## src/rtl/command_receiver_pkg.sv

```systemverilog
// Shared types and constants for the command_receiver byte-stream framer.
package command_receiver_pkg;

    typedef enum logic {
        IDLE  = 1'b0,
        PARAM = 1'b1
    } state_e;

    localparam int PARAM_FLAG_BIT = 7;
    localparam int PARAM_BYTES    = 4;
    localparam int OPCODE_W       = 8;
    localparam int PARAM_W        = 32;

    typedef logic [$clog2(PARAM_BYTES)-1:0] byte_idx_t;

endpackage : command_receiver_pkg

```

## src/rtl/command_receiver_if.sv

```systemverilog
// Byte stream in, framed command out. The framer uses the slave modport,
// the byte source / command consumer side uses the master modport.
interface command_receiver_if;
    import command_receiver_pkg::*;

    logic [7:0]          serial_input_data;
    logic                serial_input_valid;
    logic [OPCODE_W-1:0] command;
    logic [PARAM_W-1:0]  param;
    logic                command_valid;

    modport slave (
        input  serial_input_data,
        input  serial_input_valid,
        output command,
        output param,
        output command_valid
    );

    modport master (
        output serial_input_data,
        output serial_input_valid,
        input  command,
        input  param,
        input  command_valid
    );
endinterface : command_receiver_if

```

## src/rtl/command_timeout_counter.sv

```systemverilog
// Idle-cycle counter with clear priority. expired_o flags the increment that
// would make the count reach LIMIT, so the caller can act on that same edge.
module command_timeout_counter #(
    parameter int LIMIT = 65536
) (
    input  logic clock,
    input  logic reset,
    input  logic clear_i,
    input  logic inc_i,
    output logic expired_o
);
    localparam int CNT_W = (LIMIT > 1) ? $clog2(LIMIT) : 1;

    logic [CNT_W-1:0] cnt_q, cnt_d;

    // Clear wins over increment; count only needs to reach LIMIT-1.
    always_comb begin
        cnt_d = cnt_q;
        if (clear_i)
            cnt_d = '0;
        else if (inc_i)
            cnt_d = cnt_q + 1'b1;
    end

    assign expired_o = inc_i && !clear_i && (cnt_q == CNT_W'(LIMIT - 1));

    // Counter register.
    always_ff @(posedge clock) begin
        if (reset)
            cnt_q <= '0;
        else
            cnt_q <= cnt_d;
    end
endmodule : command_timeout_counter

```

## src/rtl/command_receiver.sv

```systemverilog
// Frames a byte stream into commands: opcode byte, plus a 32-bit LE parameter
// when opcode bit 7 is set. Completed commands appear as a one-cycle pulse.
// Optional partial-frame timeout: define COMMAND_RECEIVER_TIMEOUT_EN.
module command_receiver
    import command_receiver_pkg::*;
#(
    parameter int TIMEOUT_CYCLES = 65536
) (
    input  logic               clock,
    input  logic               reset,
    command_receiver_if.slave  bus
);
    state_e              state_q, state_d;
    byte_idx_t           idx_q, idx_d;
    logic [OPCODE_W-1:0] opcode_q, opcode_d;
    logic [PARAM_W-1:0]  asm_q, asm_d;
    logic [OPCODE_W-1:0] command_q, command_d;
    logic [PARAM_W-1:0]  param_q, param_d;
    logic                valid_q, valid_d;
    logic                timeout;

`ifdef COMMAND_RECEIVER_TIMEOUT_EN
    // Count idle cycles only while a long frame is partially received.
    command_timeout_counter #(
        .LIMIT(TIMEOUT_CYCLES)
    ) u_timeout (
        .clock    (clock),
        .reset    (reset),
        .clear_i  ((state_q != PARAM) || bus.serial_input_valid),
        .inc_i    ((state_q == PARAM) && !bus.serial_input_valid),
        .expired_o(timeout)
    );
`else
    logic unused_timeout_cfg;
    assign unused_timeout_cfg = ^TIMEOUT_CYCLES;
    assign timeout = 1'b0;
`endif

    // Next-state and output-register logic for the framing FSM.
    always_comb begin
        state_d   = state_q;
        idx_d     = idx_q;
        opcode_d  = opcode_q;
        asm_d     = asm_q;
        command_d = command_q;
        param_d   = param_q;
        valid_d   = 1'b0;
        unique case (state_q)
            IDLE: begin
                if (bus.serial_input_valid) begin
                    opcode_d = bus.serial_input_data;
                    if (bus.serial_input_data[PARAM_FLAG_BIT]) begin
                        state_d = PARAM;
                        idx_d   = '0;
                    end else begin
                        command_d = bus.serial_input_data;
                        param_d   = '0;
                        valid_d   = 1'b1;
                    end
                end
            end
            PARAM: begin
                if (bus.serial_input_valid) begin
                    // Any byte value is data here, bit 7 included.
                    asm_d[{idx_q, 3'b000} +: 8] = bus.serial_input_data;
                    if (idx_q == byte_idx_t'(PARAM_BYTES - 1)) begin
                        command_d = opcode_q;
                        param_d   = asm_d;
                        valid_d   = 1'b1;
                        state_d   = IDLE;
                        idx_d     = '0;
                    end else begin
                        idx_d = idx_q + 1'b1;
                    end
                end else if (timeout) begin
                    // Abandon the partial frame silently; outputs keep last command.
                    state_d = IDLE;
                    idx_d   = '0;
                end
            end
            default: state_d = IDLE;
        endcase
    end

    // State and output registers; reset beats a simultaneous byte.
    always_ff @(posedge clock) begin
        if (reset) begin
            state_q   <= IDLE;
            idx_q     <= '0;
            opcode_q  <= '0;
            asm_q     <= '0;
            command_q <= '0;
            param_q   <= '0;
            valid_q   <= 1'b0;
        end else begin
            state_q   <= state_d;
            idx_q     <= idx_d;
            opcode_q  <= opcode_d;
            asm_q     <= asm_d;
            command_q <= command_d;
            param_q   <= param_d;
            valid_q   <= valid_d;
        end
    end

    assign bus.command       = command_q;
    assign bus.param         = param_q;
    assign bus.command_valid = valid_q;
endmodule : command_receiver

```

## src/flat_wrapper.sv

```systemverilog
// flat-port wrapper written by rule: the top's interface ports become plain ports
module command_receiver_flat import command_receiver_pkg::*;
#(
    parameter int TIMEOUT_CYCLES = 65536
)
  (clock, reset, bus_serial_input_data, bus_serial_input_valid, bus_command, bus_param, bus_command_valid);
  command_receiver_if bus_i ();
  input  logic clock;
  input  logic reset;
  input wire logic [$bits(bus_i.serial_input_data)-1:0] bus_serial_input_data;
  input wire logic [$bits(bus_i.serial_input_valid)-1:0] bus_serial_input_valid;
  output wire logic [$bits(bus_i.command)-1:0] bus_command;
  output wire logic [$bits(bus_i.param)-1:0] bus_param;
  output wire logic [$bits(bus_i.command_valid)-1:0] bus_command_valid;
  assign bus_i.serial_input_data = bus_serial_input_data;
  assign bus_i.serial_input_valid = bus_serial_input_valid;
  assign bus_command = bus_i.command;
  assign bus_param = bus_i.param;
  assign bus_command_valid = bus_i.command_valid;
  command_receiver #(.TIMEOUT_CYCLES(TIMEOUT_CYCLES)) u_core (.clock(clock), .reset(reset), .bus(bus_i));
endmodule
```

## config.mk

```make
export PLATFORM = sky130hd
export DESIGN_NAME = command_receiver_flat
export DESIGN_NICKNAME = d
export VERILOG_FILES = /design/src/rtl/command_receiver_pkg.sv /design/src/rtl/command_receiver_if.sv /design/src/rtl/command_timeout_counter.sv /design/src/rtl/command_receiver.sv /design/src/flat_wrapper.sv
export SDC_FILE = /design/constraint.sdc
export NUM_CORES = 1
export LEC_CHECK = 0
export ABC_AREA = 0
export CAP_MARGIN = 0
export CORE_ASPECT_RATIO = 0.75
export CORE_MARGIN = 2
export CORE_UTILIZATION = 53
export DETAILED_ROUTE_END_ITERATION = 7
export HOLD_SLACK_MARGIN = 0.1
export PLACE_DENSITY_LB_ADDON = 0.2
export RECOVER_POWER = 25
export SLEW_MARGIN = 15
export SYNTH_ARGS = -nofsm -noshare
export SYNTH_HDL_FRONTEND = slang
export SYNTH_SLANG_ARGS = --single-unit
```

## constraint.sdc

```tcl
create_clock -name clock -period 2.68 [get_ports clock]
set_input_delay 0.268 -clock clock [delete_from_list [all_inputs] [get_ports clock]]
set_output_delay 0.268 -clock clock [all_outputs]
set_load 0.01 [all_outputs]
```

==> summary.md <==
| Metric | Value |
|---|---|
| Residual DRC | 0 |
| GRT Util Overall | 24.2% |
| First-pass GRT wire length | 12.9 mm |
| # resized after CTS | 0 |
| YS warnings | 0 |
| Worst setup EP type | flop |
| GRT busiest layer | met2 |
| Starting Density | 54.4% |
| Cell taking the most area after synthesis | dfxtp_1 |
| Gate power share | 8.9% |
| TritonRoute pass-1 iters | 5 |
| CTS tree | yes |
| Layout cells sized above 1 | 8.33% |
| Yosys cell types | 33 |
| Main flop type after synthesis | dfxtp_1 |
| Pleak | 1.47 nW |
| # IOs | 52 |
| Fin crit period | 2.28 ns |
| Via/cell ratio | 5.74 |
| IO buf count | 51 |
| Slowest CP cell | dfxtp_1 |
| Routed wire length | 7.80 mm |
| CTS Buf Count | 9 |
| Most common library cells after synthesis | dfxtp_1 (84), nor2_1 (52), a22oi_1 (41), o2bb2ai_1 (32), nor2b_1 (21) |
| Row count | 25 |
| # fillers | 522 |
| Routed len/inst | 16.4 µm |
| H-tree levels | 3 |
| Asr flop ratio synth | 0% |
| Flop pwr share | 54.7% |
| Largest net degree at the start of global routing | 32 |
| Max cap viols | 0 |
| Postcts setup bufs | 0 |
| Top post-synthesis cells by area | dfxtp_1 (49%), a22oi_1 (9.0%), o2bb2ai_1 (8.2%), nor2_1 (5.7%), mux2i_1 (4.1%) |
| RSZ-0062 raised after global routing | no |
| Global routing usage on met3 | 5.95% |
| #FFs+latches synth | 84 |
| Power density cells | 567 nW/µm² |
| Inst Count DP | 461 |
| Worst vdd ir | 0.000425 V |
| Core box area | 6260 µm² |
| Post-route ant nets | 0 |
| Fmax | 438 MHz |
| Worst min-delay path class | flop to flop |
| Die Y | 73.4 µm |
| Final GP Congestion | 0.808 |
| Mapped Nets | 364 |
| Crit start category | flop |
| Count leader, synth | dfxtp_1 |
| GR Util met1 | 34.3% |
| Multi-input logic area | 1550 µm² |
| Grt met2 use | 36.7% |
| Via count | 2,737 |
| Final HPWL DP | 5.28 mm |
| Cell Int Power | 1.78 mW |
| Seq/Total Area, Yosys | 49.4% |
| Clock insertion delay at the later pin of the skew report | 0.35 ns |
| Hold-fix buffers at CTS | 0 |
| Setup violations, final | 0 |
| Setup CP Type | flop to flop |
| Top-area cell type share of the netlist area | 49.4% |
| CP peak stage delay | 0.55 ns |
| Sw Ratio | 24.1% |
| Vias in the first global route | 2,576 |
| CP Max Fanout | 10 |
| Congestion Overflow GR | 0 |
| Total Nets Final | 408 |
| Clk root buf | clkbuf_8 |
| Register area | 1680 µm² |
| Clock skew | 0.00669 ns |
| Die area | 7090 µm² |
| Worst EP arrival | 2.57 ns |
| Finished Layout Cells | 477 |
| Max-slew violation count | 0 |
| Clock transition at path regs | 0.08 ns |
| Status | completed |
| Setup TNS | 0 ns |
| Synth Cell Area | 3400 µm² |
| Avg Inst Size Synth | 9.81 µm² |
| Worst-path cell chain | inv_1 -> ha_1 -> nor4bb_1 -> and2_0 -> a22oi_1 -> nor2_1 |
| Required time worst endpoint | 2.97 ns |
| Initial DRC count | 161 |
| Slew @ Worst Pin | 0.642 ns |
| Layout area overhead | 21.7% |
| CTS Buffer Depth | 2 |
| Max_slew headroom | 57.2% |
| # diodes | 0 |
| Power share of the clock group | 36.4% |
| Mapped Cells | 347 |
| Die W | 96.5 µm |
| Antenna violations before repair | 0 |
| EDFF count, synth | 0 |
| Final hold vios | 0 |
| NetSw | 568 µW |
| Period utilisation layout | 85.2% |
| Clock Sink Count | 84 |
## kinds of logic after synthesis
family	after synthesis	share of synthesized area (%)
compound gates	109	24.1
simple gates	99	14.8
flops	84	49.4
buf+inv	35	5.29
mux	14	4.12
fa+ha+maj	6	2.21
## power by group through the flow
stage | registers, mW | logic [mW] | clock network (mW)
after global placement | 1.32 | 0.207 | 0
after floorplan | 1.32 | 0.143 | 0
after global routing | 1.29 | 0.230 | 0.920
after CTS | 1.29 | 0.212 | 0.878
after detailed placement | 1.32 | 0.211 | 0
final | 1.29 | 0.209 | 0.856
## worst paths after layout
kind / startpoint / to / slack, ns / depth (start not counted)
setup reg to reg: u_core.idx_q[0] / u_core.asm_q[4] / 0.40 / 6
hold reg to reg: u_core.bus.param[5] / u_core.bus.param[5] / 0.46 / 1
setup / recovery: u_core.idx_q[0] / u_core.asm_q[4] / 0.40 / 6
hold / removal: u_core.bus.param[5] / u_core.bus.param[5] / 0.46 / 1
## routing by layer
layer,part of all wire [%],up-vias
met5,0,-
met4,0.74,0
met3,5.9,6
li1,-,1343
met1,49,1279
met2,44,109
## critical path: cells and delay by family (launching register included)
| family | cells | cell delay (ns) |
|---|---|---|
| flip-flops | 1 | 0.55 |
| adder cells (fa/ha/maj) | 1 | 0.44 |
| AND/OR/NAND/NOR | 3 | 0.92 |
| buffers and inverters | 1 | 0.18 |
| AO/OA/AOI/OAI | 1 | 0.12 |
## stage by stage
step | instance area (µm²) | hold slack (ns) | power [mW] | util, % | setup WS (ns)
5_1_grt | 4140 | 0.478 | 2.44 | 66.2 | 0.107
3_3_place_gp | 3960 | 0.444 | 1.52 | 63.4 | 0.536
4_1_cts | 4150 | 0.469 | 2.38 | 66.3 | 0.434
6_report | 4140 | 0.460 | 2.35 | 66.2 | 0.397
3_5_place_dp | 3960 | 0.446 | 1.53 | 63.4 | 0.460
2_1_floorplan | 3400 | 0.448 | 1.46 | - | 0.753
## placed cells by master (no fill, tap or decap), drive strengths merged
cell	n
dfxtp	84
nor2	54
a22oi	41
o2bb2ai	32
clkdlybuf4s50	29
dlygate4sd3	22
nor2b	21
a21oi	16
mux2i	14
a211oi	13
buf	12
clkbuf	12
a31oi	6
nand2	6
ha	6
nand3	4
clkinv	4
inv	3
nand2b	3
and2	2
nor3	1
nor4	1
or4b	1
nand4bb	1
nor3b	1
nor4bb	1
or2	1
a21boi	1
nand3b	1
nor4b	1
clkinvlp	1
bufinv	1
## state kept, by name, summed over array words and instances (netlist names)
signal                    count
u_core.asm_q                 32
u_core.bus.param             32
u_core.bus.command            8
u_core.opcode_q               8
u_core.idx_q                  2
u_core.bus.command_valid      1
u_core.state_q                1
## final cells by class
type | instances | share of cell area [%]
multi-input combinational | 228 | 37.3
timing repair buffer | 64 | 14.9
clock buffer | 11 | 3.17
tap | 81 | 2.45
sequential | 84 | 40.6
inverter | 4 | 0.362
clock inverter | 5 | 1.27
No activity file was read; power rests on OpenSTA's default activity.
